`config.mk`:
```
export PLATFORM = sky130hd
export DESIGN_NAME = control_sequencer
export DESIGN_NICKNAME = d
export VERILOG_FILES = /design/src/rtl/control_sequencer.sv
export SDC_FILE = /design/constraint.sdc
export NUM_CORES = 1
export LEC_CHECK = 0
export ABC_CLOCK_PERIOD_IN_PS = 4750
export CAP_MARGIN = 15
export CORE_UTILIZATION = 31
export CTS_BUF_LIST = sky130_fd_sc_hd__clkbuf_8
export CTS_CLUSTER_DIAMETER = 30
export DETAILED_ROUTE_END_ITERATION = 8
export DONT_BUFFER_PORTS = 1
export PLACE_DENSITY_LB_ADDON = 0.2
export SLEW_MARGIN = 15
export SYNTH_ARGS = -nofsm -noshare
export SYNTH_HDL_FRONTEND = slang
export SYNTH_SLANG_ARGS = --single-unit
```
`constraint.sdc`:
```
create_clock -name Clock -period 4.75 [get_ports Clock]
set_input_delay 0 -clock Clock [delete_from_list [all_inputs] [get_ports Clock]]
set_output_delay 0 -clock Clock [all_outputs]
set_load 0.01 [all_outputs]
```
`src/rtl/control_sequencer.sv`:
```
// control_sequencer: hardwired Moore control unit; fetch T0-T2, decode IR[31:27], execute T3-T7.
// Latency: one state per rising Clock edge; strobes are combinational from state, opcode and CON.
// Backpressure: Stop is honoured only at instruction boundaries (enters PAUSE); HALT holds until Clear.
// Ports: Clock/Clear (async active-low), IR, CON, Stop in; bus-out, register-in, memory, ALU-select
// strobes, Run and sticky Illegal out.
module control_sequencer (
  input  logic        Clock,
  input  logic        Clear,
  input  logic [31:0] IR,
  input  logic        CON,
  input  logic        Stop,
  output logic        PCout, Zhiout, Zlowout, MDRout, HIout, LOout, InPortout, Cout,
  output logic        MARin, Zin, PCin, MDRin, IRin, Yin, HIin, LOin, OutPortin,
  output logic        IncPC, Read, Write,
  output logic        Gra, Grb, Grc, Rin, Rout, BAout, CONIn,
  output logic        ADD, SUB, AND, OR,
  output logic        Run,
  output logic        Illegal
);

  typedef enum logic [3:0] {
    S_RST, S_T0, S_T1, S_T2, S_T3, S_T4, S_T5, S_T6, S_T7, S_PAUSE, S_HALT
  } state_t;

  localparam logic [4:0] OP_LD   = 5'b00000, OP_LDI  = 5'b00001, OP_ST   = 5'b00010;
  localparam logic [4:0] OP_ADD  = 5'b00011, OP_SUB  = 5'b00100, OP_AND  = 5'b00101;
  localparam logic [4:0] OP_OR   = 5'b00110, OP_ADDI = 5'b01100, OP_ANDI = 5'b01101;
  localparam logic [4:0] OP_ORI  = 5'b01110, OP_BR   = 5'b10010, OP_JR   = 5'b10011;
  localparam logic [4:0] OP_JAL  = 5'b10100, OP_IN   = 5'b10101, OP_OUT  = 5'b10110;
  localparam logic [4:0] OP_MFHI = 5'b10111, OP_MFLO = 5'b11000, OP_NOP  = 5'b11001;
  localparam logic [4:0] OP_HALT = 5'b11010;

  state_t     state_q, state_d;
  logic       illegal_q, illegal_d;
  logic [4:0] op;
  logic       unused_ir_bits;

  assign op             = IR[31:27];
  assign unused_ir_bits = ^IR[26:0];
  assign Illegal        = illegal_q;

  logic is_alu_r, is_alu_i, is_mem, is_legal;
  assign is_alu_r = (op == OP_ADD) || (op == OP_SUB) || (op == OP_AND) || (op == OP_OR);
  assign is_alu_i = (op == OP_ADDI) || (op == OP_ANDI) || (op == OP_ORI);
  // ld, ldi and st share the same effective-address steps T3-T4
  assign is_mem   = (op == OP_LD) || (op == OP_LDI) || (op == OP_ST);
  assign is_legal = is_alu_r || is_alu_i || is_mem || (op == OP_BR) || (op == OP_JR) ||
                    (op == OP_JAL) || (op == OP_IN) || (op == OP_OUT) || (op == OP_MFHI) ||
                    (op == OP_MFLO) || (op == OP_NOP) || (op == OP_HALT);

  // Final step of the current instruction; nop and illegal opcodes end at T2.
  state_t last_step;
  always_comb begin
    last_step = S_T2;
    if (is_alu_r || is_alu_i || op == OP_LDI)                 last_step = S_T5;
    else if (op == OP_LD || op == OP_ST)                      last_step = S_T7;
    else if (op == OP_BR)                                     last_step = S_T6;
    else if (op == OP_JAL)                                    last_step = S_T4;
    else if (op == OP_JR || op == OP_IN || op == OP_OUT ||
             op == OP_MFHI || op == OP_MFLO)                  last_step = S_T3;
  end

  always_ff @(posedge Clock or negedge Clear) begin
    if (!Clear) begin
      state_q   <= S_RST;
      illegal_q <= 1'b0;
    end else begin
      state_q   <= state_d;
      illegal_q <= illegal_d;
    end
  end

  always_comb begin
    state_d   = state_q;
    illegal_d = illegal_q;
    case (state_q)
      S_RST:   state_d = S_T0;
      S_T0:    state_d = S_T1;
      S_T1:    state_d = S_T2;
      S_T2: begin
        if (op == OP_HALT) state_d = S_HALT;
        else               state_d = S_T3;
        if (!is_legal) illegal_d = 1'b1;
      end
      S_T3:    state_d = S_T4;
      S_T4:    state_d = S_T5;
      S_T5:    state_d = S_T6;
      S_T6:    state_d = S_T7;
      S_T7:    state_d = S_T0;
      S_PAUSE: if (!Stop) state_d = S_T0;
      default: state_d = state_q;
    endcase
    // Instruction boundary overrides the linear step; Stop is only looked at here.
    if (state_q == last_step && state_q != S_RST && op != OP_HALT)
      state_d = Stop ? S_PAUSE : S_T0;
  end

  always_comb begin
    {PCout, Zhiout, Zlowout, MDRout, HIout, LOout, InPortout, Cout} = '0;
    {MARin, Zin, PCin, MDRin, IRin, Yin, HIin, LOin, OutPortin}     = '0;
    {IncPC, Read, Write}                                            = '0;
    {Gra, Grb, Grc, Rin, Rout, BAout, CONIn}                        = '0;
    {ADD, SUB, AND, OR}                                             = '0;
    Run = (state_q != S_RST) && (state_q != S_PAUSE) && (state_q != S_HALT);
    case (state_q)
      S_T0: begin PCout = 1'b1; MARin = 1'b1; IncPC = 1'b1; end
      S_T1: begin Read = 1'b1; MDRin = 1'b1; end
      S_T2: begin MDRout = 1'b1; IRin = 1'b1; end
      S_T3: begin
        if (is_alu_r || is_alu_i) begin Grb = 1'b1; Rout = 1'b1; Yin = 1'b1; end
        else if (is_mem)          begin Grb = 1'b1; BAout = 1'b1; Yin = 1'b1; end
        else if (op == OP_BR)     begin Gra = 1'b1; Rout = 1'b1; CONIn = 1'b1; end
        else if (op == OP_JR)     begin Gra = 1'b1; Rout = 1'b1; PCin = 1'b1; end
        else if (op == OP_JAL)    begin PCout = 1'b1; Grb = 1'b1; Rin = 1'b1; end
        else if (op == OP_IN)     begin InPortout = 1'b1; Gra = 1'b1; Rin = 1'b1; end
        else if (op == OP_OUT)    begin Gra = 1'b1; Rout = 1'b1; OutPortin = 1'b1; end
        else if (op == OP_MFHI)   begin HIout = 1'b1; Gra = 1'b1; Rin = 1'b1; end
        else if (op == OP_MFLO)   begin LOout = 1'b1; Gra = 1'b1; Rin = 1'b1; end
      end
      S_T4: begin
        if (is_alu_r || is_alu_i) begin
          Zin = 1'b1;
          if (is_alu_r) begin Grc = 1'b1; Rout = 1'b1; end
          else          Cout = 1'b1;
          ADD = (op == OP_ADD) || (op == OP_ADDI);
          SUB = (op == OP_SUB);
          AND = (op == OP_AND) || (op == OP_ANDI);
          OR  = (op == OP_OR)  || (op == OP_ORI);
        end
        else if (is_mem)       begin Cout = 1'b1; ADD = 1'b1; Zin = 1'b1; end
        else if (op == OP_BR)  begin PCout = 1'b1; Yin = 1'b1; end
        else if (op == OP_JAL) begin Gra = 1'b1; Rout = 1'b1; PCin = 1'b1; end
      end
      S_T5: begin
        if (is_alu_r || is_alu_i || op == OP_LDI) begin Zlowout = 1'b1; Gra = 1'b1; Rin = 1'b1; end
        else if (op == OP_LD || op == OP_ST)      begin Zlowout = 1'b1; MARin = 1'b1; end
        else if (op == OP_BR)                     begin Cout = 1'b1; ADD = 1'b1; Zin = 1'b1; end
      end
      S_T6: begin
        if (op == OP_LD)      begin Read = 1'b1; MDRin = 1'b1; end
        // Read low steers the bus, not memory, into MDR
        else if (op == OP_ST) begin Gra = 1'b1; Rout = 1'b1; MDRin = 1'b1; end
        else if (op == OP_BR) begin Zlowout = 1'b1; PCin = CON; end
      end
      S_T7: begin
        if (op == OP_LD)      begin MDRout = 1'b1; Gra = 1'b1; Rin = 1'b1; end
        else if (op == OP_ST) Write = 1'b1;
      end
      default: ;
    endcase
  end

endmodule

```
After elaboration in Yosys (flattened, before gate mapping)
Index checks and enable logic that the tools add are counted.
{ "word_totals": {"register_bits": 5, "rom_bits": 0, "n_memories": 0, "ram_bits": 0, "word_cells": 204, "latchBits": 0} }
{ "op_classes": {"shifts": 0, "eq_ne": 32, "n_bitwise": 1, "add_sub_neg": 0, "muxes": 131, "n_mul": 0, "n_lt_le_gt_ge": 0, "reduce_logical": 38, "n_div": 0} }
{ "ops": {"columns": ["op", "count"], "rows": [
  ["$mux W1", 107],
  ["$eq A5 B5 Y1 const B", 9],
  ["$pmux W4 S9", 1],
  ["$logic_or A1 B1 Y1", 27],
  ["$mux W4", 6],
  ["$pmux W1 S2", 9],
  ["$eq A4 B3 Y1 const B", 4],
  ["$eq A5 B3 Y1 const B", 3],
  ["$eq A5 B4 Y1 const B", 3],
  ["$pmux W1 S3", 4],
  ["$eq A5 B2 Y1 const B", 2],
  ["$reduce_bool A10 Y1", 1],
  ["$mux W3", 3],
  ["$eq A4 B2 Y1 const B", 2],
  ["$eq A4 B4 Y1 const B", 2],
  ["$ne A4 B4 Y1 const B", 2],
  ["$eq A5 B1 Y1 const B", 1],
  ["$logic_not A5 Y1", 1],
  ["$ne A5 B5 Y1 const B", 1],
  ["$pmux W1 S5", 1],
  ["$eq A4 B1 Y1 const B", 1],
  ["$eq A4 B4 Y1", 1],
  ["$logic_and A1 B1 Y1", 4],
  ["$logic_not A4 Y1", 1],
  ["5 further kinds", 6]
]} }

Longest topological paths before layout
{ "depth": {"depth_word": 17, "mapped_depth": 8, "ltp_nobuf": 6} }

Least setup slack after synthesis
OpenSTA, ideal clock, no wires.
{ "synth_timing": {"path_kind": "flip-flop to flip-flop", "startpoint": "reg state_q[2]", "endpoint": "reg state_q[3]", "required_ps": 4625, "stages_incl_launch_ff": 8, "synth_period_minus_slack_ps": 1749, "slack_ps": 3001, "setup_ps": 125, "arrival_ps": 1624, "n_path_buf": 1, "path_cell_list": "dfrtp_1 > clkbuf_1 > and4_1 > a21oi_1 > o311a_1 > o2111ai_2 > nor4_4 > mux2_4"} }
{ "synth_via": {"elab_chain_cells": 5, "word_cells_on_any_way": 20, "classes_between": "11 x eq/ne; 2 x mux; 7 x reduce/logical"} }
{ "synth_lines": {"columns": ["item", "line", "source"], "rows": [
  ["from (decl)", "33", "state_t state_q, state_d;"],
  ["from (signal assigned)", "68", "state_q <= state_d;"],
  ["$eq A4 B4 Y1 / $reduce_bool A4 Y1 (equally long branches)", "94", "if (state_q == last_step && state_q != S_RST && op != OP_HALT)"],
  ["$logic_and A1 B1 Y1 (2 in series)", "94", null],
  ["$reduce_bool A10 Y1 (no source line) / $ne A3 B3 Y1 (equally long branches)", null, null],
  ["$reduce_and A2 Y1 (no source line)", null, null]
]} }
Parallel ways exist; a longest one is shown, timed or not.
A chain may end at the register's enable or synchronous reset.

Worst setup path after layout
{ "layout_timing": {"startpoint": "reg state_q[2]", "endpoint": "out Rout"} }
{ "layout_via": {"elab_chain_cells": 2, "word_cells_on_any_way": 4, "classes_between": "3 x eq/ne; 1 x mux"} }
{ "layout_lines": {"columns": ["item", "line", "source"], "rows": [
  ["$eq A4 B3 Y1", "105", "case (state_q)"],
  ["$pmux W1 S3 *", "105", null],
  ["to (decl)", "15", "output logic Gra, Grb, Grc, Rin, Rout, BAout, CONIn,"]
]} }
Mark *: on every way between the ends. The rest lies on a longest branch, timed or not.

==> impl_metrics.csv <==
group,metric,value,unit
sta,worst_slew_pin_slew,0.643,ns
floorplan,core-area,3470,µm²
setup_path,r2r_start,"state_q[1]",
synthesis,synthCells,186,
floorplan,fp.dieW,63.5,µm
cells_and_area,num_antenna_cells,0,
placed_design,io_buffers,0,
power_and_ir_drop,powerDensity,407,nW/µm²
clock_tree,clock_sinks,5,
global_route,grt_overflow_total,0,
synthesis,synth_edf_count,0,
global_route,antenna_found_initial,0,
synthesis,synth.distinct_cells,53,
sta,whs,0.0177,ns
worst_hold_path,min_to,"Illegal",
cells_and_area,final_cell_mix,"26 x nor2_1, 15 x nand2_1, 12 x nor3_1, 12 x a21oi_1",
routing,wl_per_cell,15.9,µm
placed_design,gp_congestion,0.865,
sta,setup_tns,0,ns
cells_and_area,drive_gt1_frac,0.0756,
setup_path,crit_buf_inv,1,
sta,hold_viol_final,0,
cells_and_area,area_growth_syn_to_layout,1.28,%
floorplan,die_y,63.5,µm
synthesis,synth_seq_area_share,0.107,
sta,max_slew_margin,0.567,
cells_and_area,final_common_cell,"nor2_1",
setup_path,cp-end-kind,"primary output",
job,drv_cap,0,
floorplan,start_util,0.338,
floorplan,fp.dieArea,4040,µm²
sta,drv_slew,0,
clock_tree,numCtsBuffers,3,
sta,rsz0062_at_grt,"false",
worst_hold_path,hp-start,"IR[29]",
global_route,grt_max_degree,29,
floorplan,core.rowCount,21,
global_route,grt_usage,0.176,
clock_tree,clock_path_buffers,2,
clock_tree,cts-root-buf,"clkbuf_8",
setup_path,critPathMaxFanout,17,
sta,min_period_over_period,0.499,
cells_and_area,fillers,415,
global_route,gr-usage-met1,0.249,
routing,drtAntennaViolNets,0,
setup_path,cp_top_family,"simple AND/OR/NAND/NOR gates",
setup_path,cp-start-kind,"flop",
worst_hold_path,hold_depth,2,
setup_path,reg2reg_slack,2.61,ns
cells_and_area,seq_area,125,µm²
routing,via_count,1314,
cells_and_area,utilization,0.343,
sta,setup_viol,0,
cells_and_area,final_nets,209,
clock_tree,postCtsHoldBufs,2,
setup_path,crit_path_max_incr_delay,0.67,ns
setup_path,arrival,2.37,ns
setup_path,r2r_cells,6,
routing,drtIter0Drc,197,
setup_path,timing.rr.end,"state_q[3]",
routing,drcViolationCount,0,
routing,drt-pass1-iter-count,5,
setup_path,required,4.75,ns
global_route,grt_use_met2,0.255,
cells_and_area,multiInputGateArea,915,µm²
setup_path,cp_slowest_cell,"dfrtp_1",
clock_tree,clk_pin_slew,0.03,ns
global_route,grt_pass1_vias,1148,
worst_hold_path,hp-class,"input port to flop",
sta,fin_skew,0.00197,ns
global_route,grt_busiest_layer,"met2",
outcome,status,"finished, final reports clean",
synthesis,synth.ff_latch_count,5,
placed_design,dp_hpwl,2490,µm
synthesis,yosysWarnings,0,
power_and_ir_drop,peakVddDrop,0.148,mV
setup_path,crit_top_cell,"nor2_1",
synthesis,syn_avg_cell_area,6.31,µm²
clock_tree,cts_resized,0,
sta,period_minus_slack,2.37,ns
synthesis,syn-cell-area,1170,µm²
power_and_ir_drop,power.total,0.484,mW
sta,clock.fmax,0.422,GHz
synthesis,async_reset_ff_frac,1.00,
cells_and_area,final_cells,218,
clock_tree,cts_setup_buffers,0,
setup_path,crit_type,"flop to primary output",
clock_tree,cts_tree,"yes",
global_route,grtUsageMet3,0.0616,
floorplan,io_pins,69,
setup_path,crit_chain,"inv_1 > nor2_1 > nand2_1 > nor4_1 > nor2_1 > o21ai_0",
power_and_ir_drop,leakagePower,0.425,nW
placed_design,dp.cells,212,
routing,finalWirelength,3460,µm
synthesis,synth_flop_cell,"dfrtp_1",
clock_tree,cts_max_level,1,
routing,via_per_inst,6.03,
clock_tree,insertion_delay,0.22,ns
global_route,grt_pass1_wl,5750,µm
synth_stat cells, types with 3 or more instances:
master	count	area [µm²]
and2_1	3	18.8
o21ai_0	8	40.0
buf_2	5	25.0
nand3_1	5	25.0
nor2b_1	7	43.8
nor3_1	12	60.1
and3_1	3	18.8
inv_1	7	26.3
nand2b_1	6	37.5
nor2_1	26	97.6
nor4_1	6	37.5
buf_4	5	37.5
a21oi_1	12	60.1
clkbuf_1	9	33.8
o22ai_1	8	50.1
nand2_1	15	56.3
dfrtp_1	5	125
worst max-delay path by stage:
stage | start | end | cells past startpoint
5_1_grt | state_q[2] | Rout | 6
2_1_floorplan | state_q[2] | state_q[3] | 7
6_report | state_q[2] | Rout | 6
3_5_place_dp | state_q[1] | state_q[3] | 6
3_3_place_gp | state_q[2] | Rout | 6
4_1_cts | state_q[2] | Rout | 6
registers in the layout (all words and copies together), names as in the netlist:
signal / count
Illegal: 1
state_q: 4
cell families after synthesis:
kind of cell              count (synthesis)  share of synthesized area
buffers and inverters                    29                      0.120
other                                     1                    0.00320
muxes                                     2                     0.0213
xor gates and xnor gates                  2                     0.0149
and+or+nand+nor                          98                      0.447
DFF                                       5                      0.107
AOI/OAI and AO/OA                        49                      0.287
area by class of cell:
class / count / share of cell area
multi-input combinational: 154 / 0.769
sequential: 5 / 0.105
clock buffer: 3 / 0.0347
inverter: 7 / 0.0221
tap: 46 / 0.0484
timing repair buffer: 2 / 0.0168
clock inverter: 1 / 0.00316
worst register-to-register path: stages (launching register included):
cell and delay (ns):
dfrtp_1 0.70, nor2_1 0.16, a21oi_1 0.21, o311a_1 0.20, o2111ai_2 0.13, nor4_4 0.29
mux2_4 0.33
metrics by stage:
stage | area [µm²] | worst slack (ns)
2_1_floorplan | 1180 | 3.00
3_3_place_gp | 1120 | 2.63
3_5_place_dp | 1120 | 2.64
4_1_cts | 1190 | 2.45
5_1_grt | 1190 | 2.11
6_report | 1190 | 2.38
per-layer routing:
| metal | share of wire | wire [µm] |
|---|---|---|
| met3 | 0.11 | 380 |
| met5 | 0 | 0 |
| met1 | 0.44 | 1510 |
| met4 | 0.0069 | 24 |
| met2 | 0.44 | 1540 |
where the power goes:
part | switching, mW | internal (mW)
logic | 0.160 | 0.112
clock network | 0.0196 | 0.0553
registers | 0.0745 | 0.0628
total | 0.254 | 0.230
Power figures use the tool's default switching activity.
